## src/rtl/tcdm_arb_tree_rr.sv

```systemverilog
// N-master to 1-bank round-robin arbitration node with a single registered output slot.
// Optional contention counter is built when ARB_PERF_CNT_EN is defined.
module tcdm_arb_tree_rr #(
  parameter int N_MASTER   = 4,
  parameter int LOG_N      = $clog2(N_MASTER),
  parameter int ADDR_WIDTH = 32,
  parameter int DATA_WIDTH = 32,
  parameter int BE_WIDTH   = DATA_WIDTH / 8
) (
  input  logic                           clk,
  input  logic                           rst_n,
  input  logic [N_MASTER-1:0]            data_req_i,
  input  logic [N_MASTER*ADDR_WIDTH-1:0] data_add_i,
  input  logic [N_MASTER-1:0]            data_wen_i,
  input  logic [N_MASTER*DATA_WIDTH-1:0] data_wdata_i,
  input  logic [N_MASTER*BE_WIDTH-1:0]   data_be_i,
  output logic [N_MASTER-1:0]            data_gnt_o,
  input  logic [LOG_N-1:0]               prio_flag_i,
  output logic                           flag_req_o,
  output logic                           flag_gnt_o,
  output logic                           mem_req_o,
  output logic [ADDR_WIDTH-1:0]          mem_add_o,
  output logic                           mem_wen_o,
  output logic [DATA_WIDTH-1:0]          mem_wdata_o,
  output logic [BE_WIDTH-1:0]            mem_be_o,
  output logic [LOG_N-1:0]               mem_id_o,
  input  logic                           mem_gnt_i,
  output logic [31:0]                    conflict_cnt_o
);

  logic                  rdy;
  logic                  any_req;
  logic                  grant;
  logic [LOG_N-1:0]      prio_eff;
  logic [LOG_N-1:0]      winner;

  logic [ADDR_WIDTH-1:0] add_arr   [N_MASTER];
  logic [DATA_WIDTH-1:0] wdata_arr [N_MASTER];
  logic [BE_WIDTH-1:0]   be_arr    [N_MASTER];

  for (genvar g = 0; g < N_MASTER; g++) begin : g_unpack
    assign add_arr[g]   = data_add_i[g*ADDR_WIDTH +: ADDR_WIDTH];
    assign wdata_arr[g] = data_wdata_i[g*DATA_WIDTH +: DATA_WIDTH];
    assign be_arr[g]    = data_be_i[g*BE_WIDTH +: BE_WIDTH];
  end

  // Only a non-power-of-two master count can see an out-of-range flag.
  if ((2 ** LOG_N) > N_MASTER) begin : g_prio_clamp
    assign prio_eff = ({1'b0, prio_flag_i} >= (LOG_N+1)'(N_MASTER)) ? '0 : prio_flag_i;
  end else begin : g_prio_direct
    assign prio_eff = prio_flag_i;
  end

  assign rdy     = ~mem_req_o | mem_gnt_i;
  assign any_req = |data_req_i;
  assign grant   = any_req & rdy;

  always_comb begin
    logic [LOG_N:0] idx;
    logic           found;
    winner = '0;
    found  = 1'b0;
    idx    = '0;
    for (int k = 0; k < N_MASTER; k++) begin
      idx = {1'b0, prio_eff} + (LOG_N+1)'(k);
      if (idx >= (LOG_N+1)'(N_MASTER)) begin
        idx = idx - (LOG_N+1)'(N_MASTER);
      end
      if (!found && data_req_i[idx[LOG_N-1:0]]) begin
        winner = idx[LOG_N-1:0];
        found  = 1'b1;
      end
    end
  end

  always_comb begin
    data_gnt_o = '0;
    if (grant) begin
      data_gnt_o[winner] = 1'b1;
    end
  end

  assign flag_req_o = any_req;
  assign flag_gnt_o = grant;

  // A new grant overwrites the slot even while it drains, so there is no bubble.
  always_ff @(posedge clk) begin
    if (!rst_n) begin
      mem_req_o   <= 1'b0;
      mem_add_o   <= '0;
      mem_wen_o   <= 1'b0;
      mem_wdata_o <= '0;
      mem_be_o    <= '0;
      mem_id_o    <= '0;
    end else if (grant) begin
      mem_req_o   <= 1'b1;
      mem_add_o   <= add_arr[winner];
      mem_wen_o   <= data_wen_i[winner];
      mem_wdata_o <= wdata_arr[winner];
      mem_be_o    <= be_arr[winner];
      mem_id_o    <= winner;
    end else if (mem_gnt_i) begin
      mem_req_o   <= 1'b0;
    end
  end

`ifdef ARB_PERF_CNT_EN
  logic [31:0] conflict_cnt;
  logic        multi_req;

  assign multi_req = ($countones(data_req_i) >= 2);

  always_ff @(posedge clk) begin
    if (!rst_n) begin
      conflict_cnt <= '0;
    end else if (multi_req && grant && (conflict_cnt != 32'hFFFF_FFFF)) begin
      conflict_cnt <= conflict_cnt + 32'd1;
    end
  end

  assign conflict_cnt_o = conflict_cnt;
`else
  assign conflict_cnt_o = 32'h0;
`endif

endmodule
```

## config.mk

```make
export PLATFORM = sky130hd
export DESIGN_NAME = tcdm_arb_tree_rr
export DESIGN_NICKNAME = d
export VERILOG_FILES = /design/src/rtl/tcdm_arb_tree_rr.sv
export SDC_FILE = /design/constraint.sdc
export NUM_CORES = 1
export LEC_CHECK = 0
export BUFFER_PORTS_ARGS = -buffer_cell sky130_fd_sc_hd__buf_2
export CAP_MARGIN = 20
export CORE_AREA = 2 2 151 153
export CTS_CLUSTER_DIAMETER = 100
export DETAILED_ROUTE_END_ITERATION = 10
export DIE_AREA = 0 0 153 155
export GPL_TIMING_DRIVEN = 0
export PLACE_DENSITY = 0.61
export SYNTH_ARGS = -nofsm -noshare
export SYNTH_HDL_FRONTEND = slang
export SYNTH_SLANG_ARGS = --single-unit
```

## constraint.sdc

```tcl
create_clock -name clk -period 2 [get_ports clk]
set_input_delay 0.1 -clock clk [delete_from_list [all_inputs] [get_ports clk]]
set_output_delay 0.1 -clock clk [all_outputs]
set_load 0.1 [all_outputs]
```

==> results of run 1 <==
## layout by cell type, fill, tap and decap left out, types with 2 or more instances in the layout
cell	netlist	final
buf_4	40	48
nor2b_1	3	3
mux2i_1	69	69
o211ai_2	20	20
clkbuf_16	0	9
and3_4	0	2
nand2b_1	3	3
dfxtp_1	72	71
o211ai_1	48	48
o21ai_1	28	28
nand2_2	10	10
buf_6	3	3
buf_2	41	398
conb_1	1	32
clkbuf_1	6	7
nand2_1	61	61
clkinv_2	0	2
buf_12	2	3
nor3_2	2	3
nor3b_1	69	69
o21ai_0	43	43
o21a_1	68	68
and2_1	3	3
## tightest hold or removal path, stage by stage
cell      delay (ns)
buf_2           0.07
mux2i_1         0.07
o211ai_2        0.12
## cell families after synthesis
| family | count (synthesis) | share of synthesized area, % |
|---|---|---|
| buf+inv | 94 | 11.6 |
| mux | 69 | 13.1 |
| flops | 72 | 27.4 |
| simple gates | 166 | 19.0 |
| other cells | 1 | 0.0713 |
| compound gates | 212 | 28.8 |
## stage by stage
stage	std cells	TNS, ns	cell area, um2	total power, mW
2_1_floorplan	645	-0.297	5400	4.09
3_3_place_gp	1292	-2.36	7570	4.80
3_5_place_dp	1292	-5.22	7570	4.82
4_1_cts	1308	-0.00344	7890	6.54
5_1_grt	1312	0	7930	6.77
6_report	1312	0	7930	6.49
## registers in the layout, indices dropped and copies added, names as in the netlist
register and cells:
mem_add_o 32, mem_be_o 4, mem_id_o 2, mem_req_o 1, mem_wdata_o 32, mem_wen_o 1
## routing by layer
metal	share of wire, %	GRT usage (%)	vias up	wire, um
met2	49	32.7	282	11100
met1	41	21.5	2713	9270
met3	6.8	4.09	32	1530
met5	0	0	-	0
li1	-	-	2989	-
met4	2.5	7.05	0	567
## layout make-up
cell class                 instances  share of cell area, %
clock inverter                     5                  0.710
multi-input combinational        479                   42.3
buffer                            92                   7.65
sequential                        72                   18.2
timing repair buffer             366                   23.5
inverter                           2                 0.0946
clock buffer                      11                   3.06
tap                              285                   4.49
## path summary, 6_finish.rpt
path | end | slack [ns] | startpoint | cells after the start
worst min-delay path | mem_add_o[28] | 0.04 | data_add_i[60] | 3
worst min register to register | mem_add_o[20] | 0.46 | mem_add_o[20] | 2
worst max register to register | mem_wdata_o[0] | 0.16 | mem_req_o | 8
worst max-delay path | data_gnt_o[2] | 0.13 | data_req_i[2] | 7
## timing repair
item | CTS | global route
resized for setup | 6 | 1
hold buffers | 0 | 0
endpoints found under the setup margin | 44 | 10
endpoints found under the hold margin | 0 | 0
pin swaps | 1 | 2
setup buffers | 0 | 4
## power groups by stage
stage | logic, mW | clock network (mW) | registers [mW]
2_1_floorplan | 1.14 | 0 | 2.95
3_3_place_gp | 3.08 | 0 | 1.72
3_5_place_dp | 3.09 | 0 | 1.72
4_1_cts | 3.11 | 1.74 | 1.69
5_1_grt | 3.26 | 1.80 | 1.71
6_report | 3.11 | 1.68 | 1.69
==> summary.md, run 1 <==
| Metric | Value |
|---|---|
| DP Wirelength | 17800 um |
| Final hold vios | 0 |
| Arr. time, crit path | 1.77 ns |
| Distinct cells, synth | 39 |
| Leak | 3.99 nW |
| Ys flop type | dfxtp_1 |
| Tcrit/Tclk final | slightly above 90% |
| H-tree Lvls | 3 |
| Worst-Skew Late Latency | 0.35 ns |
| Vias | 6016 |
| Crit path max-delay family | simple AND/OR/NAND/NOR gates |
| Yosys Warn Count | 0 |
| RSZ-0062 raised after global routing | no |
| Synth cell count leaders | dfxtp_1, mux2i_1, nor3b_1 |
| Post-route DRC violation count | 0 |
| Drt first-iter violations | 271 |
| Antenna violation net count after detailed routing | 0 |
| Post-synth EDFFs | 0 |
| Gr usage total | 18.4% |
| Top-count cell post-synth | dfxtp_1 |
| Largest area contributor in the netlist | dfxtp_1 |
| Layout cells sized above 1 | 50.0% |
| Clk pwr share | 26.0% |
| PortBufs | 362 |
| Die height | between 150 and 200 um |
| VDD IR max | roughly 310 uV |
| First-pass GRT wire length | between 30000 and 40000 um |
| Clk sinks | 72 |
| Final setup viols | 0 |
| Fin worst setup slack | roughly 0.13 ns |
| Routed vias/inst | about 4.6 |
| Final-report max-slew violation count | 0 |
| Req. time, crit path | about 1.9 ns |
| Internal power | roughly 3.4 mW |
| Final wirelength | 22500 um |
| CP dominant cell by count | buf_2 |
| Crit path buffers/inverters | 3 |
| Outcome | complete, no violations |
| Asr flop ratio synth | 0% |
| Clock root buffer | clkbuf_16 |
| Slowest-stage cell, CP | buf_2 |
| Filler Cell Count | 2368 |
| Nets | 1307 |
| Hold_ws | 0.0444 ns |
| CTS tree | built |
| Pwr dens | 817 nW/um2 |
| Register bit total from synthesis | 72 |
| Starting Density | a little under a quarter |
| Net Switching | 3.08 mW |
| Post-layout util | about 36% |
| Netlist Area Pre-Place | between 5000 and 6000 um2 |
| Average routed wire per standard cell | 17.1 um |
| Max Root-Sink Buffers | 2 |
| Number of buffers created by CTS | 9 |
| Initial DRT Pass Iterations | 5 |
| Share of the synthesized area in the top cell type | a little over a quarter |
| Sequential share of power | 26.1% |
| Hold Crit Class | input pin to flop |
| Tmin final | between 1.5 and 2 ns |
| Number of global-route vias before repair | approximately 6000 |
| Worst Tran Pin Value | 0.513 ns |
| Number of max-cap violations | 0 |
| Setup crit start kind | input pin |
| Setup crit end kind | output pin |
| GPL Wtd Cong | 0.823 |
| Slowest stage delay, CP | between 0.4 and 0.5 ns |
| Boundary Pins | 395 |
| Pin count of the biggest net entering global routing | 13 |
| GRT overflow | 0 |
| Die area | 23700 um2 |
| Area Growth Syn to Fin | 50.8% |
| Core area | 22200 um2 |
| # diodes | 0 |
| Top cells by area, synth | dfxtp_1, mux2i_1, nor3b_1, o21a_1, o211ai_1 |
| Switching Fraction | between 40 and 50% |
| Clock slew at reported path FFs | 0.07 ns |
| Setup CP Type | input pin to output pin |
| Core Rows | 55 |
| Area of the multi-input gates | 3360 um2 |
| Crit-path max FO | 10 |
| Post-synthesis average cell area | roughly 8.6 um2 |
| Sequential area share after synthesis | a little over a quarter |
| Slew headroom | approximately two thirds |
| Cells after Synth | between 600 and 700 |
| Clock skew | 0.00804 ns |
| Dpl ws | -0.290 ns |
| Max Freq | approximately 540 MHz |
| Register area | 1440 um2 |
| Worst-path cell chain | buf_2 -> nor2b_1 -> nor3b_4 -> buf_4 -> or2_2 -> nor3_2 -> buf_2 |
| Combinational Power Share | 47.9% |
| Die Span X | 153 um |
| Initial antenna violation count | 0 |
No activity file was read; power rests on OpenSTA's default activity.
==> run 2, diff against run 1 <==
--- a/config.mk
+++ b/config.mk
@@ -13,6 +13,7 @@
 export DIE_AREA = 0 0 153 155
 export GPL_TIMING_DRIVEN = 0
 export PLACE_DENSITY = 0.61
+export REMOVE_ABC_BUFFERS = 1
 export SYNTH_ARGS = -nofsm -noshare
 export SYNTH_HDL_FRONTEND = slang
 export SYNTH_SLANG_ARGS = --single-unit
==> run 2 against run 1 <==
Against the previous run:
- setup slack worse by 0.065 ns
- cell area is 2.2% lower
- fmax fell by 3.4%
- largest power group unchanged
- clock power is 9.5% higher
- non-clock buffer count shrank 72
- global-route usage fell by 4.1 points
- critical path depth grew 2
- sequential share of layout area grew 0.39 points
- sequential power barely moved
- final cell count shrank 5.3%
- register-to-register slack gained 0.04 ns
- die area unchanged
==> summary.md, run 2 (synthesis gave the netlist of run 1 again) <==
| Metric | Value |
|---|---|
| Outcome | complete, no violations |
| GPL Wtd Cong | 0.763 (-7.3%) |
| Internal power | 3.55 mW (+4.4%) |
| Combinational Power Share | 46.3% (-1.6 points) |
| CTS tree | built |
| Reg-to-reg slack, setup | 0.20 ns (+0.04 ns) |
| Clk pwr share | 28.0% (+2.0 points) |
| Post-layout util | 34.9% (-0.78 points) |
| Crit. Startpoint | data_req_i[1] |
| Clock skew | 0.0106 ns (+0.00259 ns) |
| Slew headroom | 40.6% (-25 points) |
| Final std cells w/o fill | 1242 (-5.3%) |
| Switching Fraction | 45.9% (-1.6 points) |
| Die height | 155 um (unchanged) |
| Reg2reg start | mem_req_o |
| Post-CTS Hold Buffers | 0 (unchanged) |
| Worst setup endpoint | data_gnt_o[0] |
| Number of global-route vias before repair | 5322 (-12%) |
| Number of max-cap violations | 0 (unchanged) |
| Area Growth Syn to Fin | 47.5% |
| Boundary Pins | 395 (unchanged) |
| Layout cells sized above 1 | 46.6% (-3.3 points) |
| Core Rows | 55 (unchanged) |
| Final-report max-slew violation count | 0 (unchanged) |
| Hold_ws | 0.0518 ns (+0.00736 ns) |
| DP Wirelength | 13600 um (-24%) |
| Crit-path max FO | 28 (+18) |
| Core area | 22200 um2 (unchanged) |
| Placed cells | 1217 (-5.8%) |
| Setup tns final | 0 ns (unchanged) |
| Req. time, crit path | 1.90 ns (about the same) |
| Setup crit end kind | output pin |
| Arr. time, crit path | 1.83 ns (+0.06 ns) |
| Final wirelength | 18400 um (-18%) |
| Crit Reg-Reg Endpoint | mem_add_o[26] |
| Average routed wire per standard cell | 14.8 um (-13%) |
| Top Registers | mem_add_o x32, mem_wdata_o x32, mem_be_o x4 |
| Starting Density | 23.7% (unchanged) |
| Initial antenna violation count | 0 (unchanged) |
| Setup CP Type | input pin to output pin |
| H-tree Lvls | 3 (unchanged) |
| Initial DRT Pass Iterations | 4 (-1) |
| Clock root buffer | clkbuf_16 |
| Commonest non-fill, non-tap cells in the layout | buf_2, dfxtp_1, nor3b_1, mux2i_1, o21a_1 |
| First-pass GRT wire length | 27300 um (-18%) |
| Gr usage total | 14.2% (-4.1 points) |
| Slowest-stage cell, CP | nor2b_1 |
| Drt first-iter violations | 269 (-0.74%) |
| PortBufs | 362 (unchanged) |
| Slowest stage delay, CP | 0.26 ns (-0.19 ns) |
| VDD IR max | 303 uV (-2.7%) |
| CP dominant cell by count | buf_8 |
| Worst-Skew Late Latency | 0.34 ns (about the same) |
| Net Switching | 3.02 mW (-2.0%) |
| Hold Crit Class | input pin to flop |
| Clock slew at reported path FFs | 0.06 ns (about the same) |
| Sequential share of power | 25.7% (-0.4 points) |
| Worst-path cell chain | buf_2 -> nor2b_1 -> nor3b_4 -> buf_8 -> buf_8 -> nor2_4 -> buf_12 -> and3_1 -> buf_6 |
| GRT overflow | 0 (unchanged) |
| Clk sinks | 72 (unchanged) |
| Vias | 5747 (-4.5%) |
| Pwr dens | 847 nW/um2 (+3.6%) |
| R2R cell count | 7 (-1) |
| Nets | 1237 (-5.4%) |
| Setup crit start kind | input pin |
| # diodes | 0 (unchanged) |
| Die Span X | 153 um (unchanged) |
| Post-route DRC violation count | 0 (unchanged) |
| Final hold vios | 0 (unchanged) |
| RSZ-0062 raised after global routing | no |
| Max Freq | 517 MHz (-3.4%) |
| Pin count of the biggest net entering global routing | 69 (+56) |
| Hold path start | data_add_i[61] |
| Most common cell after layout, fill and taps aside | buf_2 |
| Worst Tran Pin Value | 0.891 ns (+0.378 ns) |
| Antenna violation net count after detailed routing | 0 (unchanged) |
| Leak | 3.75 nW (-6.0%) |
| Tcrit/Tclk final | 96.6% (+3.3 points) |
| Die area | 23700 um2 (unchanged) |
| Tmin final | 1.93 ns (+0.0652 ns) |
| Routed vias/inst | 4.63 (+0.91%) |
| Number of buffers created by CTS | 9 (unchanged) |
| Final setup viols | 0 (unchanged) |
| Max Root-Sink Buffers | 2 (unchanged) |
[run 2: cell types whose count changed in the layout (fill, tap and decap cells not counted), moves of 3 or more]
| cell | previous run | this run |
|---|---|---|
| buf_2 | 398 | 360 |
| buf_16 | 0 | 7 |
| nor3_2 | 3 | 0 |
| clkbuf_1 | 7 | 1 |
| buf_8 | 0 | 7 |
| buf_4 | 48 | 6 |
[run 2: repair_timing]
item / in CTS / in global routing
gates resized for setup: 3 / 6
endpoints found under the hold margin: 0 / 0
endpoints found under the setup margin: 40 / 46
gates cloned: 1 / 1
pin swaps: 3 / 2
buffers inserted: 6 / 1
[run 2: critical path, delay by kind of cell]
kind                   cells  cell delay (ns)
and+or+nand+nor            4             0.76
buffers and inverters      5             0.94
[run 2: per-stage QoR]
step	total power, mW	cell area [um2]	setup slack, ns
2_1_floorplan	3.99	4780	-6.92
3_3_place_gp	4.66	6940	-9.31
3_5_place_dp	4.72	7330	-0.608
4_1_cts	6.65	7720	0.00541
5_1_grt	6.86	7760	0.00907
6_report	6.57	7760	0.0673
[run 2: how the worst min path moves through the flow]
stage,to,slack (ns),depth (start not counted)
3_3_place_gp,mem_add_o[29],0.40,3
6_report,mem_add_o[29],0.05,3
5_1_grt,mem_add_o[29],0.05,3
4_1_cts,mem_add_o[29],0.03,3
3_5_place_dp,mem_add_o[29],0.40,3
2_1_floorplan,mem_id_o[0],0.22,1
[run 2: power groups by stage]
stage,Sequential [mW],Clock (mW),Combinational [mW]
after floorplan,2.95,0,1.04
after global placement,1.71,0,2.95
after detailed placement,1.72,0,3.00
after CTS,1.69,1.93,3.03
after global routing,1.71,1.96,3.18
final,1.69,1.84,3.04
[run 2: per-layer routing]
metal	up-vias	routed length, um	part of all wire (%)	track usage, %
met5	-	0	0	0
met4	0	453	2.5	6.04
met3	29	1380	7.5	3.01
met2	267	8730	47	24.4
met1	2596	7890	43	17.3
li1	2855	-	-	-
[run 2: area by class of cell]
| cell class | instances | area, um2 |
|---|---|---|
| inverter | 2 | 7.51 |
| clock buffer | 12 | 256 |
| tap | 285 | 357 |
| fill | 2350 | 14500 |
| multi-input combinational | 481 | 3380 |
| sequential | 72 | 1440 |
| clock inverter | 4 | 76.3 |
| timing repair buffer | 386 | 2240 |
==> run 3, diff against run 2 <==
--- a/config.mk
+++ b/config.mk
@@ -13,6 +13,7 @@
 export DIE_AREA = 0 0 153 155
 export GPL_TIMING_DRIVEN = 0
 export PLACE_DENSITY = 0.61
+export RECOVER_POWER = 25
 export REMOVE_ABC_BUFFERS = 1
 export SYNTH_ARGS = -nofsm -noshare
 export SYNTH_HDL_FRONTEND = slang
==> run 3 against run 2 <==
Against the previous run:
- non-clock buffer count stayed put
- die area stayed put
- total power is 0.31% lower
- hold slack better by 0.0011 ns
- via count hardly changed
- first-iteration DRC count is 3.3% lower
- largest power group unchanged
- critical path type unchanged
- combinational power hardly changed
- setup slack better by 0.021 ns
- largest cell class unchanged
==> summary.md, run 3 (synthesis gave the netlist of run 1 again) <==
| Metric | Value |
|---|---|
| Max Root-Sink Buffers | 2 (unchanged) |
| Clock skew | 0.0104 ns (-0.000260 ns) |
| # diodes | 0 (unchanged) |
| Slowest-stage cell, CP | buf_12 |
| Die height | 155 um (unchanged) |
| Die Span X | 153 um (unchanged) |
| Internal power | 3.53 mW (-0.64%) |
| Pwr dens | 849 nW/um2 (+0.29%) |
| Switching Fraction | 46.1% (+0.18 points) |
| RSZ-0062 raised after global routing | no |
| Slowest stage delay, CP | 0.24 ns (-0.02 ns) |
| Worst Tran Pin Value | 1.22 ns (+0.333 ns) |
| Area Growth Syn to Fin | 46.6% |
| CP dominant cell by count | buf_16 |
| Crit path max-delay family | buffers and inverters |
| Most common cell after layout, fill and taps aside | buf_2 |
| Post-route DRC violation count | 0 (unchanged) |
| Antenna violation net count after detailed routing | 0 (unchanged) |
| Commonest non-fill, non-tap cells in the layout | buf_2, dfxtp_1, nor3b_1, mux2i_1, o21a_1 |
| Setup CP Type | input pin to output pin |
| Slew headroom | 18.8% (-22 points) |
| Crit path buffers/inverters | 5 (unchanged) |
| First-pass GRT wire length | 27300 um (unchanged) |
| Register area | 1440 um2 (unchanged) |
| Tcrit/Tclk final | 95.6% (-1.0 points) |
| Setup crit start kind | input pin |
| Clock slew at reported path FFs | 0.06 ns (about the same) |
| Clock root buffer | clkbuf_16 |
| Crit-path max FO | 28 (unchanged) |
| Core Rows | 55 (unchanged) |
| Routed vias/inst | 4.63 (about the same) |
| Clk pwr share | 28.1% (about the same) |
| Average routed wire per standard cell | 14.9 um (+0.19%) |
| Dpl ws | -0.608 ns (unchanged) |
| Number of buffers created by CTS | 9 (unchanged) |
| Setup crit end kind | output pin |
| Outcome | complete, no violations |
| Initial antenna violation count | 0 (unchanged) |
| Layout cells sized above 1 | 42.9% (-3.7 points) |
| Core area | 22200 um2 (unchanged) |
| GRT overflow | 0 (unchanged) |
| H-tree Lvls | 3 (unchanged) |
| PortBufs | 362 (unchanged) |
| Vias | 5752 (+0.087%) |
| Max Freq | 523 MHz (+1.1%) |
| Final setup viols | 0 (unchanged) |
| Final-report max-slew violation count | 0 (unchanged) |
| GPL Wtd Cong | 0.763 (unchanged) |
| Filler Cell Count | 2371 (+0.89%) |
| Leak | 3.62 nW (-3.5%) |
| Drt first-iter violations | 260 (-3.3%) |
| Final wirelength | 18500 um (+0.19%) |
| Arr. time, crit path | 1.81 ns (-0.02 ns) |
| Net Switching | 3.02 mW (about the same) |
| Number of max-cap violations | 0 (unchanged) |
| Starting Density | 23.7% (unchanged) |
| Number of global-route vias before repair | 5322 (unchanged) |
| VDD IR max | 303 uV (about the same) |
| Hold Crit Class | input pin to flop |
| Worst-Skew Late Latency | 0.34 ns (about the same) |
| Worst-path cell chain | buf_2 -> o21ai_1 -> nor3_4 -> buf_16 -> buf_16 -> nor2_4 -> buf_12 -> and3_1 -> buf_6 |
| Initial DRT Pass Iterations | 4 (unchanged) |
| Pin count of the biggest net entering global routing | 69 (unchanged) |
| Fin worst setup slack | 0.0881 ns (+0.0208 ns) |
| CTS tree | built |
| Final hold vios | 0 (unchanged) |
| Boundary Pins | 395 (unchanged) |
| Hold_ws | 0.0529 ns (+0.00109 ns) |
| Top Registers | mem_add_o x32, mem_wdata_o x32, mem_be_o x4 |
| Combinational Power Share | 46.1% (-0.2 points) |
| Clk sinks | 72 (unchanged) |
| Area of the multi-input gates | 3380 um2 (-0.11%) |
| Sequential share of power | 25.8% (about the same) |
| Gr usage total | 14.2% (unchanged) |
| Req. time, crit path | 1.90 ns (about the same) |
| Post-CTS Hold Buffers | 0 (unchanged) |
| Nets | 1237 (unchanged) |
| Die area | 23700 um2 (unchanged) |
| DP Wirelength | 13600 um (unchanged) |
| Tmin final | 1.91 ns (-0.0208 ns) |
## run 3: layout make-up
class | instances | share of cell area (%)
Multi-Input combinational cell | 481 | 43.8
Inverter | 2 | 0.0973
Clock inverter | 4 | 0.989
Clock buffer | 12 | 3.32
Timing Repair Buffer | 386 | 28.5
Sequential cell | 72 | 18.7
Tap cell | 285 | 4.62
## run 3: routing by layer
metal	part of all wire [%]	track usage [%]
met4	2.5	6.04
met1	42	17.3
met2	47	24.4
met3	7.9	3.01
met5	0	0
## run 3: worst paths after layout
check | start | to | slack, ns | cells after the start
worst min-delay path | data_add_i[61] | mem_add_o[29] | 0.05 | 3
worst min register to register | mem_add_o[17] | mem_add_o[17] | 0.46 | 2
worst max register to register | mem_req_o | mem_add_o[26] | 0.19 | 7
worst max-delay path | data_req_i[3] | data_gnt_o[0] | 0.09 | 9
## run 3: worst register-to-register path, stage by stage, from the launching register on
cell      delay [ns]
dfxtp_1         0.32
nand2b_1        0.17
nand3_1         0.24
nor3_4          0.26
buf_4           0.17
buf_8           0.18
o21ai_0         0.26
o211ai_2        0.13
## run 3: repair_timing
item	4_1_cts	5_1_grt
setup buffers	6	1
gates resized for setup	3	6
hold endpoints to repair	0	0
pin swaps	3	2
gates cloned	1	1
endpoints found under the setup margin	40	46
## run 3: through the flow
step	utilization (%)	setup TNS (ns)	cell area [um2]	power (mW)	cells
2_1_floorplan	-	-367.90	4780	3.99	553
3_3_place_gp	31.2	-659.79	6940	4.66	1200
3_5_place_dp	33.0	-25.27	7330	4.72	1217
4_1_cts	34.7	0	7720	6.65	1240
5_1_grt	34.7	0	7710	6.84	1242
6_report	34.7	0	7710	6.55	1242
## run 3: power by group through the flow
stage               clock network (mW)  logic (mW)  registers (mW)
global route                      1.96        3.16            1.71
finish                            1.84        3.02            1.69
global placement                     0        2.95            1.71
CTS                               1.93        3.03            1.69
detailed placement                   0        3.00            1.72
floorplan                            0        1.04            2.95
